==> src/rtl/accel_seq.sv <==
// accel_seq
// Command sequencer between the bus-side registers and the off-chip
// memristor array. One array operation is accepted at a time through a
// valid/ready command port. The sequencer then walks SETUP -> PULSE -> HOLD,
// driving registered chip strobes, the op code and the row/column address.
// It captures the array output at the end of the pulse and returns it through
// a valid/ready response port.
//
// Ports
//   clk_sys_in, rst_sys_in            clock, synchronous active-high reset
//   cmd_valid/cmd_ready               command handshake
//   cmd_op/cmd_col/cmd_row/cmd_wdata  command payload (latched on accept)
//   rsp_valid/rsp_ready/rsp_data      response handshake and captured data
//   busy                              high whenever not IDLE
//   CBL/CBLEN/CSL/CWL                 chip strobes (registered)
//   instructions/addr_col/addr_row    chip op code and address (registered)
//   bit_in                            chip data out, bit i = array i
module accel_seq #(
    parameter int AddrW    = 5,
    parameter int NArray   = 4,
    parameter int SetupCyc = 2,
    parameter int PulseCyc = 4,
    parameter int HoldCyc  = 2
) (
    input  logic              clk_sys_in,
    input  logic              rst_sys_in,
    input  logic              cmd_valid,
    output logic              cmd_ready,
    input  logic [1:0]        cmd_op,
    input  logic [AddrW-1:0]  cmd_col,
    input  logic [AddrW-1:0]  cmd_row,
    input  logic              cmd_wdata,
    output logic              rsp_valid,
    input  logic              rsp_ready,
    output logic [NArray-1:0] rsp_data,
    output logic              busy,
    output logic              CBL,
    output logic              CBLEN,
    output logic              CSL,
    output logic              CWL,
    output logic [1:0]        instructions,
    output logic [AddrW-1:0]  addr_col,
    output logic [AddrW-1:0]  addr_row,
    input  logic [NArray-1:0] bit_in
);

    // A phase length of zero would make the phase vanish; clamp to one cycle.
    localparam int SetupEff = (SetupCyc < 1) ? 1 : SetupCyc;
    localparam int PulseEff = (PulseCyc < 1) ? 1 : PulseCyc;
    localparam int HoldEff  = (HoldCyc  < 1) ? 1 : HoldCyc;
    localparam int MaxSP    = (SetupEff > PulseEff) ? SetupEff : PulseEff;
    localparam int MaxCyc   = (MaxSP > HoldEff) ? MaxSP : HoldEff;
    localparam int CntW     = $clog2(MaxCyc) + 1;

    localparam logic [1:0] OP_PROG     = 2'b11;
    localparam logic [1:0] OP_READ_MEM = 2'b10;
    localparam logic [1:0] OP_READ_REG = 2'b01;
    localparam logic [1:0] OP_INFER    = 2'b00;

    typedef enum logic [2:0] {
        IDLE  = 3'd0,
        SETUP = 3'd1,
        PULSE = 3'd2,
        HOLD  = 3'd3,
        DONE  = 3'd4
    } state_t;

    state_t             state_reg, state_next;
    logic [CntW-1:0]    cnt_reg, cnt_next;
    logic [1:0]         op_reg, op_next;
    logic [AddrW-1:0]   col_reg, col_next;
    logic [AddrW-1:0]   row_reg, row_next;
    logic               wdata_reg, wdata_next;
    logic [NArray-1:0]  rsp_data_reg, rsp_data_next;
    logic               cbl_reg, cbl_next;
    logic               cblen_reg, cblen_next;
    logic               csl_reg, csl_next;
    logic               cwl_reg, cwl_next;
    logic [1:0]         instr_reg, instr_next;
    logic [AddrW-1:0]   addr_col_reg, addr_col_next;
    logic [AddrW-1:0]   addr_row_reg, addr_row_next;
    logic [NArray-1:0]  capture_bits;

    // A prog returns zero, so every captured bit is masked by the op.
    for (genvar gi = 0; gi < NArray; gi++) begin : g_capture
        assign capture_bits[gi] = bit_in[gi] & (op_reg != OP_PROG);
    end

    always_ff @(posedge clk_sys_in) begin
        if (rst_sys_in) begin
            state_reg    <= IDLE;
            cnt_reg      <= '0;
            op_reg       <= '0;
            col_reg      <= '0;
            row_reg      <= '0;
            wdata_reg    <= 1'b0;
            rsp_data_reg <= '0;
            cbl_reg      <= 1'b0;
            cblen_reg    <= 1'b0;
            csl_reg      <= 1'b0;
            cwl_reg      <= 1'b0;
            instr_reg    <= '0;
            addr_col_reg <= '0;
            addr_row_reg <= '0;
        end else begin
            state_reg    <= state_next;
            cnt_reg      <= cnt_next;
            op_reg       <= op_next;
            col_reg      <= col_next;
            row_reg      <= row_next;
            wdata_reg    <= wdata_next;
            rsp_data_reg <= rsp_data_next;
            cbl_reg      <= cbl_next;
            cblen_reg    <= cblen_next;
            csl_reg      <= csl_next;
            cwl_reg      <= cwl_next;
            instr_reg    <= instr_next;
            addr_col_reg <= addr_col_next;
            addr_row_reg <= addr_row_next;
        end
    end

    // Next-state and counter logic.
    always_comb begin
        state_next    = state_reg;
        cnt_next      = cnt_reg;
        op_next       = op_reg;
        col_next      = col_reg;
        row_next      = row_reg;
        wdata_next    = wdata_reg;
        rsp_data_next = rsp_data_reg;
        case (state_reg)
            IDLE: begin
                if (cmd_valid) begin
                    op_next    = cmd_op;
                    col_next   = cmd_col;
                    row_next   = cmd_row;
                    wdata_next = cmd_wdata;
                    state_next = SETUP;
                    cnt_next   = CntW'(SetupEff - 1);
                end
            end
            SETUP: begin
                if (cnt_reg == '0) begin
                    state_next = PULSE;
                    cnt_next   = CntW'(PulseEff - 1);
                end else begin
                    cnt_next = cnt_reg - CntW'(1);
                end
            end
            PULSE: begin
                if (cnt_reg == '0) begin
                    rsp_data_next = capture_bits;
                    state_next    = HOLD;
                    cnt_next      = CntW'(HoldEff - 1);
                end else begin
                    cnt_next = cnt_reg - CntW'(1);
                end
            end
            HOLD: begin
                if (cnt_reg == '0) begin
                    state_next = DONE;
                end else begin
                    cnt_next = cnt_reg - CntW'(1);
                end
            end
            DONE: begin
                if (rsp_ready) begin
                    state_next = IDLE;
                end
            end
            default: state_next = IDLE;
        endcase
    end

    // Chip outputs are decoded from the next state so the registered strobes
    // line up cycle-for-cycle with the state register. Address and op code are
    // only non-zero across SETUP/PULSE/HOLD, so they never move under a strobe.
    always_comb begin
        cbl_next      = 1'b0;
        cblen_next    = 1'b0;
        csl_next      = 1'b0;
        cwl_next      = 1'b0;
        instr_next    = '0;
        addr_col_next = '0;
        addr_row_next = '0;
        if (state_next == SETUP || state_next == PULSE || state_next == HOLD) begin
            instr_next    = op_next;
            addr_col_next = col_next;
            addr_row_next = row_next;
        end
        if (state_next == PULSE) begin
            case (op_next)
                OP_PROG: begin
                    csl_next   = 1'b1;
                    cwl_next   = 1'b1;
                    cblen_next = 1'b1;
                    cbl_next   = wdata_next;
                end
                OP_READ_MEM: begin
                    csl_next   = 1'b1;
                    cblen_next = 1'b1;
                end
                OP_INFER: begin
                    csl_next = 1'b1;
                end
                OP_READ_REG: begin
                    csl_next = 1'b0;
                end
                default: csl_next = 1'b0;
            endcase
        end
    end

    assign cmd_ready    = (state_reg == IDLE);
    assign busy         = (state_reg != IDLE);
    assign rsp_valid    = (state_reg == DONE);
    assign rsp_data     = rsp_data_reg;
    assign CBL          = cbl_reg;
    assign CBLEN        = cblen_reg;
    assign CSL          = csl_reg;
    assign CWL          = cwl_reg;
    assign instructions = instr_reg;
    assign addr_col     = addr_col_reg;
    assign addr_row     = addr_row_reg;

endmodule

==> config.mk <==
export PLATFORM = sky130hd
export DESIGN_NAME = accel_seq
export DESIGN_NICKNAME = d
export VERILOG_FILES = /design/src/rtl/accel_seq.sv
export SDC_FILE = /design/constraint.sdc
export NUM_CORES = 1
export LEC_CHECK = 0
export CELL_PAD_IN_SITES_DETAIL_PLACEMENT = 1
export CELL_PAD_IN_SITES_GLOBAL_PLACEMENT = 1
export CORE_MARGIN = 2
export CORE_UTILIZATION = 30
export CTS_CLUSTER_SIZE = 40
export DETAILED_ROUTE_END_ITERATION = 7
export PLACE_DENSITY = 0.81
export SYNTH_ARGS = -nofsm -noshare
export SYNTH_HDL_FRONTEND = slang
export SYNTH_SLANG_ARGS = --single-unit
export TNS_END_PERCENT = 100
==> constraint.sdc <==
create_clock -name clk_sys_in -period 1.5 [get_ports clk_sys_in]
set_input_delay 0.3 -clock clk_sys_in [delete_from_list [all_inputs] [get_ports clk_sys_in]]
set_output_delay 0.3 -clock clk_sys_in [all_outputs]
set_load 0.01 [all_outputs]
; Yosys cells after proc, flatten, opt, wreduce, memory -nomap -nowiden
; Index checks and enable logic that the tools add are counted.
[totals]
output_inout_bits = 23
wordCells = 71
register_bits = 39
in_bits = 21
[op_classes]
reduce_logical = 14
add_sub_neg = 1
mux = 22
bitwise_logic = 7
eq_ne = 13
[op_table]
columns = cell, count
row1 = $mux 3, 9
row2 = $mux 5, 4
row3 = $pmux 3 s5, 1
row4 = $eq 3x2->1 const B, 4
row5 = $pmux 3 s4, 1
row6 = $eq 3x1->1 const B, 2
row7 = $logic_not 3->1, 2
row8 = $ne 2x2->1 const B, 3
row9 = $reduce_or 2->1, 3
row10 = $reduce_or 3->1, 2
row11 = $and 1x1->1, 4
row12 = $eq 2x2->1 const B, 2
row13 = $mux 1, 4
row14 = $mux 2, 2
row15 = $reduce_bool 4->1, 1
row16 = $eq 3x3->1 const B, 1
row17 = $not 1->1, 3
row18 = $reduce_and 3->1, 1
row19 = $reduce_bool 3->1, 1
row20 = $sub 3x1->3 const B, 1
row21 = $eq 2x1->1 const B, 1
row22 = $logic_not 2->1, 1
row23 = $logic_or 1x1->1, 2
row24 = $pmux 1 s2, 1
row25 = $reduce_and 2->1, 1

; Logic depth before layout (Yosys ltp)
[depth]
depth_word = 8
ltp_mapped = 7
depth_no_buf = 6

; Worst setup path after synthesis
; OpenSTA, ideal clock, no wires.
[synth_timing]
path_kind = register to register
start = register cnt_reg[0]
end = register instr_reg[1], in the netlist instructions[1]
setup_ns = 0.066
path_stages_with_launch = 8
path_slack_ns = -0.060
required_time_ns = 1.434
synth_period_minus_slack_ns = 1.560
t_arrival_ns = 1.494
n_path_buf = 1
path_cell_list = dfxtp_1 -> inv_1 -> ha_1 -> nor2b_1 -> a311oi_1 -> nand2_1 -> buf_2 -> nor2_1
[synth_via]
elab_chain_cells = 8
elab_cells_between_ends = 12
classes_between = eq/ne (3) / mux (4) / bitwise (1) / reduce/logical (4)
[synth_lines]
columns = element, line
row1 = start: declaration, 69  ; logic [CntW-1:0] cnt_reg, cnt_next;
row2 = start signal: assignment, 107  ; cnt_reg <= cnt_next;
row3 = $logic_not 3->1 (*), "144, 152, 161"
row4 = "$mux 3, on equally long branches", "161, 144, 152"
row5 = $pmux 3 s5 (*), 132  ; case (state_reg)
row6 = $eq 3x1->1 / $eq 3x2->1 (equally long branches), 187  ; if (state_next == SETUP || state_next == PULSE || state_next == HOLD) begin
row7 = $logic_or 1x1->1, 187
row8 = $logic_or 1x1->1 (*), 187
row9 = $not 1->1 (no line) (*), -
row10 = $reduce_or 2->1 (no line) (*), -
row11 = end signal: assignment, 117  ; instr_reg <= instr_next;
row12 = end: declaration, 79  ; logic [1:0] instr_reg, instr_next;
; Mark *: on every way between the ends. The rest lies on a longest branch, timed or not.
; A chain may end at the register's enable or synchronous reset.

; Final worst setup path
[layout_timing]
start = register addr_col_reg[0], in the netlist addr_col[0]
end = output addr_col[0]
[layout_lines]
columns = element, line
row1 = start: declaration, 80  ; logic [AddrW-1:0] addr_col_reg, addr_col_next;
row2 = start signal: assignment, 118  ; addr_col_reg <= addr_col_next;
row3 = end: declaration, 42  ; output logic [AddrW-1:0] addr_col,
; No word-level cell between the ends.

==> summary.md <==
| Metric | Value |
|---|---|
| Post-Synthesis Cells | 148 |
| Initial drt markers | 27 |
| Number of port buffers | between 40 and 50 |
| Main flop type after synthesis | dfxtp_1 |
| Die Ht | 73.0 µm |
| Fin util | 52.6% |
| WS Path Type | flip-flop to primary output |
| Routed WL | 4200 µm |
| Simple-gate share of the synthesized area | around 22% |
| Rows | 25 |
| Clock Latency Late Sink | roughly 290 ps |
| FF+latch area | 792 µm² |
| Critical Path RT | 1200 ps |
| Final Instance Area | 2450 µm² |
| Leak | between 1 and 1.5 nW |
| Final Cycle Share | 102% |
| Status | finished, violations left |
| Clock skew | 4.40 ps |
| Headroom to the max-slew limit | 68.5% |
| Post-synthesis mux area share | under 10% |
| Ratio of cells with drive above 1 in the final layout | 33.3% |
| TritonCTS clock tree | built |
| H-tree depth | 2 |
| CTS Root Cell | clkbuf_8 |
| Avg Inst Size Synth | 9.65 µm² |
| Max incr delay on CP | 590 ps |
| Die ar. | 5330 µm² |
| Maximum clock rate | 0.652 GHz |
| Num ports | 44 |
| Setup TNS after final layout | -52.3 ps |
| Routed Antenna Nets | 0 |
| Clock sink count | 39 |
| Top delay family on crit path | buffers and inverters |
| Syn-to-layout area delta | 71.6% |
| Failing checks | negative setup slack |
| Total power | 3.16 mW |
| Total CTS buffers | 5 |
| Post-Syn Nets | 171 |
| CTS Buffer Depth | 2 |
| Avg Vias per Cell | roughly 4.6 |
| Critical path buffers and inverters | 1 |
| Layout net count | 244 |
| Placed Area | around 2100 µm² |
| Post-CTS Hold Fix Bufs | 0 |
| Via Count | 1,283 |
| Antenna Cells | 0 |
| Fin worst setup slack | -34.8 ps |
| CP Cell Sequence | clkdlybuf4s50_1 |
| Post-synth top area share | 54.7% |
| Synth Area in XOR/XNOR | 0.613% |
| Final Setup Violations | 2 |
| Worst-path fanout max | 1 |
| #FFs+latches synth | 39 |
| # Max-Cap Violations | 0 |
| Largest net degree at the start of global routing | 15 |
| Post-synthesis cell type count | 30 |
| Vias in the first global route | 1,303 |
| Post-Synth Adder-Cell Area | under 10% |
| GRT Total Usage | 15.6% |
| Async SR Flop Fraction | 0% |
| Placer Congestion | between 0.7 and 0.8 |
| Die X | 73.0 µm |
| Number of synthesized flops with an enable pin | 0 |
| Inst Count DP | 265 |
| Initial DRT Pass Iterations | 4 |
| DRC viols | 0 |
| Max Slew Vio Count | 0 |
| Cell taking the most area after synthesis | dfxtp_1 |
| Register area share after synthesis | approximately 55% |
| Detailed Place HPWL | ~2700 µm |
| Hold Crit Class | input pin to flip-flop |
| Mapped Area | 1430 µm² |
| Main combinational cell family by area after synthesis | simple AND/OR/NAND/NOR gates |
| Arr. time, crit path | 1230 ps |
| Max VDD drop | 0.000599 V |
| Slowest cell on crit path | clkdlybuf4s50_1 |
| Pwr dens | 1290 nW/µm² |
| RSZ-0062 raised after global routing | true |
| First-pass GRT wire length | 6150 µm |
| Initial core utilization | 30.6% |
| Min Tclk post-route | 1530 ps |
| Fillers | between 500 and 600 |
| Compound-Gate Fraction of Synth Area | 7.10% |
| Non-Filler Instances | 276 |
| Top cells by area, synth | dfxtp_1 55%, mux2i_1 9.1%, nor2_1 8.7% |
| Avg WL per Cell | 15.2 µm |
| Core area | between 4000 and 5000 µm² |
| Hold Vio Cnt, Final | 0 |
| Area of the multi-input gates | 785 µm² |
| Crit end category | primary output |
| Worst Tran Pin Value | 469 ps |
| Clk slew on worst S/H paths | approximately 80 ps |
| Worst setup SP type | flip-flop |
| Total grt overflow | 0 |
| Initial antenna violation count | 0 |
| Ys Warns | 0 |
-- cell usage after synthesis, types with 2 or more instances --
master	n
mux2i_1	13
buf_2	3
nand3_1	4
nand2b_1	3
ha_1	2
inv_1	8
o21ai_0	2
or3_1	2
dfxtp_1	39
nand2_1	8
a21oi_1	6
nor3_1	6
a31oi_1	2
nor2_1	33
clkbuf_1	2
-- layout by cell type, fill, tap and decap left out, types with 3 or more instances in the layout --
cell type         n
a21oi_1           6
buf_4            24
buf_6             4
clkbuf_2          3
clkbuf_8          5
clkdlybuf4s50_1  34
dfxtp_1          34
dfxtp_2           3
dlymetal6s2s_1    6
inv_1             5
mux2i_4          10
nand2_1           8
nand3_1           4
nor2_1           30
nor3_1            6
-- cell families after synthesis --
logic type | Yosys count
fa+ha+maj | 2
mux | 13
compound gates | 16
flops | 39
xor+xnor | 1
simple gates | 62
buf+inv | 15
-- per-stage QoR --
step,hold WS (ps),setup WS (ps)
4_1_cts,455,3.16
3_3_place_gp,438,-309
2_1_floorplan,377,25.3
5_1_grt,468,-116
3_5_place_dp,444,-360
6_report,417,-34.8
-- path summary, 6_finish.rpt --
| check | from | end | slack, ps | cells past startpoint |
|---|---|---|---|---|
| setup / recovery | addr_col[0]$_SDFF_PP0_ | addr_col[0] | -30 | 1 |
| hold / removal | cmd_valid | state_reg[0]$_SDFF_PP0_ | 420 | 3 |
| setup reg to reg | state_reg[2]$_SDFF_PP0_ | CSL$_SDFF_PP0_ | -20 | 7 |
| hold reg to reg | rsp_data[2]$_SDFFE_PP0P_ | rsp_data[2]$_SDFFE_PP0P_ | 450 | 2 |
-- layout make-up --
cell class                      instances  area share [%]
Sequential cell                        39            32.3
Tap cell                               54            2.76
Clock inverter                          3           0.970
Inverter                                8            1.33
Multi-Input combinational cell         94            32.0
Clock buffer                            5            2.81
Timing Repair Buffer                   73            27.8
-- where the power goes --
part           total (mW)  switching (mW)  internal, mW
registers            1.25          0.0938          1.16
clock network       0.732           0.399         0.332
logic                1.17           0.515         0.656
-- what timing repair did --
item	CTS	global route
setup buffers	2	1
endpoints found under the hold margin	0	0
gates cloned	1	0
pin swaps	2	9
setup endpoints to repair	28	44
resized for setup	26	42
-- routing by layer --
layer / global-route usage (%) / wire length (µm)
met1: 18.8 / 1850
met5: 0 / 0
met4: 6.38 / 112
met3: 4.70 / 121
met2: 25.6 / 2120
(Power assumes the default switching activity.)
